===== src/rtl/wb_arbiter.sv =====
// Round-robin writeback arbiter: three vector producers share one
// register-file write port, one element per accepted handshake.
module wb_arbiter (
  input  logic         clk,
  input  logic         reset,
  input  logic [2:0]   wb_req,
  input  logic [14:0]  wb_vreg,
  input  logic [20:0]  wb_vlen,
  input  logic [2:0]   wb_elem_valid,
  input  logic [191:0] wb_elem_data,
  input  logic         rf_wr_ready,
  output logic [2:0]   wb_grant,
  output logic [2:0]   wb_elem_ready,
  output logic [2:0]   wb_done,
  output logic         rf_we,
  output logic [4:0]   rf_vreg,
  output logic [5:0]   rf_elem,
  output logic [63:0]  rf_wdata
);
  localparam logic [1:0] IDLE = 2'd0;
  localparam logic [1:0] XFER = 2'd1;
  localparam logic [1:0] DONE = 2'd2;

  logic [1:0]  state;
  logic [1:0]  rr_ptr;
  logic [1:0]  gidx;
  logic [1:0]  pick;
  logic [1:0]  ofs;
  logic [2:0]  rot;
  logic [2:0]  sum;
  logic [4:0]  vreg_q;
  logic [4:0]  vreg_in;
  logic [6:0]  vlen_q;
  logic [6:0]  vlen_raw;
  logic [6:0]  vlen_in;
  logic [6:0]  cnt;
  logic [63:0] edata;
  logic        hs;

  // rot[k] is the request of the requester k places after rr_ptr
  always_comb begin
    case (rr_ptr)
      2'd1:    rot = {wb_req[0], wb_req[2], wb_req[1]};
      2'd2:    rot = {wb_req[1], wb_req[0], wb_req[2]};
      default: rot = wb_req;
    endcase
    if (rot[0])      ofs = 2'd0;
    else if (rot[1]) ofs = 2'd1;
    else             ofs = 2'd2;
    sum  = {1'b0, rr_ptr} + {1'b0, ofs};
    pick = (sum >= 3'd3) ? 2'(sum - 3'd3) : sum[1:0];
  end

  always_comb begin
    vreg_in  = wb_vreg[4:0];
    vlen_raw = wb_vlen[6:0];
    case (pick)
      2'd1: begin
        vreg_in  = wb_vreg[9:5];
        vlen_raw = wb_vlen[13:7];
      end
      2'd2: begin
        vreg_in  = wb_vreg[14:10];
        vlen_raw = wb_vlen[20:14];
      end
      default: ;
    endcase
    vlen_in = (vlen_raw > 7'd64) ? 7'd64 : vlen_raw;
  end

  always_comb begin
    case (gidx)
      2'd1:    edata = wb_elem_data[127:64];
      2'd2:    edata = wb_elem_data[191:128];
      default: edata = wb_elem_data[63:0];
    endcase
  end

  assign wb_elem_ready = (state == XFER && rf_wr_ready) ? wb_grant : 3'b000;
  assign hs = |(wb_elem_valid & wb_elem_ready);

  always_ff @(posedge clk or posedge reset) begin
    if (reset) begin
      state    <= IDLE;
      rr_ptr   <= 2'd0;
      gidx     <= 2'd0;
      cnt      <= 7'd0;
      vreg_q   <= 5'd0;
      vlen_q   <= 7'd0;
      wb_grant <= 3'b000;
      wb_done  <= 3'b000;
      rf_we    <= 1'b0;
      rf_vreg  <= 5'd0;
      rf_elem  <= 6'd0;
      rf_wdata <= 64'd0;
    end else begin
      rf_we   <= hs;
      wb_done <= 3'b000;
      if (hs) begin
        rf_vreg  <= vreg_q;
        rf_elem  <= cnt[5:0];
        rf_wdata <= edata;
      end
      case (state)
        IDLE: begin
          if (|wb_req) begin
            gidx     <= pick;
            wb_grant <= 3'b001 << pick;
            vreg_q   <= vreg_in;
            vlen_q   <= vlen_in;
            cnt      <= 7'd0;
            state    <= (vlen_in == 7'd0) ? DONE : XFER;
          end
        end
        XFER: begin
          if (hs) begin
            cnt <= cnt + 7'd1;
            if (cnt == vlen_q - 7'd1) state <= DONE;
          end
        end
        DONE: begin
          wb_done  <= wb_grant;
          wb_grant <= 3'b000;
          rr_ptr   <= (gidx == 2'd2) ? 2'd0 : gidx + 2'd1;
          state    <= IDLE;
        end
        default: state <= IDLE;
      endcase
    end
  end
endmodule


===== config.mk =====
export PLATFORM = sky130hd
export DESIGN_NAME = wb_arbiter
export DESIGN_NICKNAME = d
export VERILOG_FILES = /design/src/rtl/wb_arbiter.sv
export SDC_FILE = /design/constraint.sdc
export NUM_CORES = 1
export LEC_CHECK = 0
export CORE_MARGIN = 5
export CORE_UTILIZATION = 30
export CTS_CLUSTER_DIAMETER = 60
export CTS_CLUSTER_SIZE = 20
export DETAILED_ROUTE_END_ITERATION = 8
export MAX_ROUTING_LAYER = met4
export PLACE_DENSITY = 0.64
export SYNTH_ARGS = -nofsm -noshare
export SYNTH_HDL_FRONTEND = slang
export SYNTH_SLANG_ARGS = --single-unit

===== constraint.sdc =====
create_clock -name clk -period 7.8 [get_ports clk]
set_input_delay 2.34 -clock clk [delete_from_list [all_inputs] [get_ports clk]]
set_output_delay 2.34 -clock clk [all_outputs]
set_load 0.01 [all_outputs]

==> run metrics <==
Synth Warn # 0; Root Buffer clkbuf_16; Die Width 149 um; Iteration-0 DRC Markers 284; path type of the worst min-delay path flop to flop; Final min period 6500 ps; # DRC 0; detailed placement HPWL 17700 um; Buf/Inv on CP 3; CP endpoint kind flop; Pre-Repair DR Iteration Count 5; Mean Syn Cell Area 8.30 um2; TritonCTS clock tree done; Fin. Hold Viols 0; vias per inst 4.79; slowest stage delay, CP 740 ps; initial antenna violation count 0; Slew headroom 0.358; via count 6015; clk slew on worst S/H paths 70 ps; largest net degree at the start of global routing 112; Final setup viols 0; synth unique cells 40; setup slack at placement 961 ps; Synth area leaders dfrtp_1, o21ai_0, nand2_1, a22oi_1, ha_1; PwrDens 391 mW/mm2; FFs w/ async S/R, synth 1.00; Setup CP Type primary input to flop; Worst-Skew Late Latency 350 ps; Setup Skew 12.1 ps; Leak 4.00 nW; CTS Sinks 107; total die area 0.0223 mm2; # H-tree levels 3; register area share after synthesis 0.460; cell family with most CP delay adder cells; Synth top area share 0.460; nets 1236; CTS Buffer Depth 2; ANT cells 0; leading area contributor after synthesis dfrtp_1; RePlAce Congestion 0.833; status complete, no violations; IO Pins 322; Core ar. 0.0193 mm2; # Max-Cap Violations 0; top-count cell post-synth nand2_1; Die Y 149 um; fraction of layout cells with a size suffix above 1 0.0293; total CTS buffers 9; Layout area overhead 63.4%; RSZ-0062 raised after global routing no; critical path fanouts, max 20; first-pass GRT wire length 33400 um; R2R Setup Slk 3150 ps; Main synth FF type dfrtp_1; Pins Over Slew Limit 0; # fillers 1881; PnR worst setup slack 1300 ps; Hold-fix buffers, CTS 0; Arr. time, crit path 6700 ps; flops & latches, synth 107; wire length per cell 18.1 um; CP cell instances clkdlybuf4s50_1, nand2_1, a211oi_1, a31oi_1, o21ai_0, ha_1, inv_1, fa_1, inv_1, ha_1, nor2b_1, nor2b_1, o21ai_0, ha_1, mux2i_1, nand4_1, o41ai_1, o21ai_0; Slew @ Worst Pin 963 ps; Critical Path Source Type primary input; Worst VDD drop 0.462 mV; initial core utilization 0.302; f_max 154 MHz; # port buffers 321; Final ANT Viol Nets 0; vias in the first global route 5597; GRT Resource Usage Total 0.198; post-CTS resize count 0; grt ovf 0; postcts setup bufs 0; Mapped Area 0.00582 mm2; Routed WL 22700 um; worst endpoint required time 8000 ps; Net Count, Synth 952; Post-synth EDFFs 0; cell count after synthesis 701; Final period util 0.833; most frequent cells after synthesis nand2_1, o21ai_0, dfrtp_1; Core Rows 51; post-route setup TNS 0 ps; slowest library cell on the worst path ha_1
[flip-flops by register name (all words and copies together), names as in the netlist]
name and count:
state 2, gidx 2, cnt 7, rr_ptr 2, wb_done 3, vlen_q 7
rf_we 1, wb_grant 3, rf_elem 6, rf_wdata 64, vreg_q 5, rf_vreg 5
[cell usage in the layout, fill, tap and decap left out, drive strengths merged, types with 5 or more instances in the layout]
| master | count |
|---|---|
| a22oi | 72 |
| dfrtp | 107 |
| a21oi | 6 |
| buf | 5 |
| o31ai | 6 |
| or3 | 5 |
| nand3 | 7 |
| o21ai | 152 |
| nand2 | 196 |
| ha | 13 |
| clkdlybuf4s50 | 321 |
| clkinv | 5 |
| xor2 | 7 |
| inv | 13 |
| nor2 | 9 |
| clkbuf | 10 |
[cells by family (layout without fill, tap and decap cells)]
family,count (synthesis),after routing,share of synthesized area
AO/OA/AOI/OAI,250,250,0.256
XOR/XNOR,11,11,0.0166
adder cells (fa/ha/maj),14,14,0.0314
buffers and inverters,67,356,0.0484
flip-flops,107,107,0.460
multiplexers,4,4,0.00688
AND/OR/NAND/NOR,248,248,0.181
[worst paths after layout]
kind / from / end / depth (start not counted)
setup / recovery: wb_req[0] / state[0] / 18
hold / removal: rf_elem[0] / rf_elem[0] / 2
setup reg to reg: rr_ptr[0] / state[0] / 19
hold reg to reg: rf_elem[0] / rf_elem[0] / 2
max in group asynchronous: reset / rf_wdata[12] / 3
min in group asynchronous: reset / rf_wdata[59] / 2
[report_power, final]
group          total [W]  switching, W  internal, W
Clock           0.000466      0.000208     0.000258
Combinational    0.00235       0.00134      0.00101
Sequential      0.000903      0.000133     0.000770
[worst register-to-register path: stages (launching register included)]
cell	delay, ps
dfrtp_1	410
inv_1	80
ha_1	210
nand2_1	70
a211oi_1	180
a31oi_1	70
o21ai_0	160
ha_1	170
inv_1	50
fa_1	520
inv_1	50
ha_1	170
nor2b_1	210
nor2b_1	180
o21ai_0	180
ha_1	740
mux2i_1	340
nand4_1	120
o41ai_1	470
o21ai_0	150
[per-stage QoR]
step           instances  total power [W]  instance area (um2)  utilization  hold slack [ps]
5_1_grt             1255          0.00406                 9510        0.494              498
2_1_floorplan        701          0.00242                 5820            -              437
3_5_place_dp        1239          0.00328                 9210        0.478              467
6_report            1255          0.00372                 9510        0.494              478
3_3_place_gp        1239          0.00323                 9210        0.478              458
4_1_cts             1255          0.00376                 9510        0.494              485
[cell type report]
type,instances,area [um2],share of cell area
inverter,14,60.1,0.00631
clock inverter,6,65.1,0.00684
tap,265,332,0.0349
clock buffer,10,239,0.0251
timing repair buffer,326,3250,0.342
multi-input combinational,527,2890,0.304
sequential,107,2680,0.282
[layer usage]
layer,GRT usage,routed length [um]
met5,-,0
met4,0.0485,424
met3,0.0395,1390
met2,0.326,11400
met1,0.253,9540
Power figures use the tool's default switching activity.
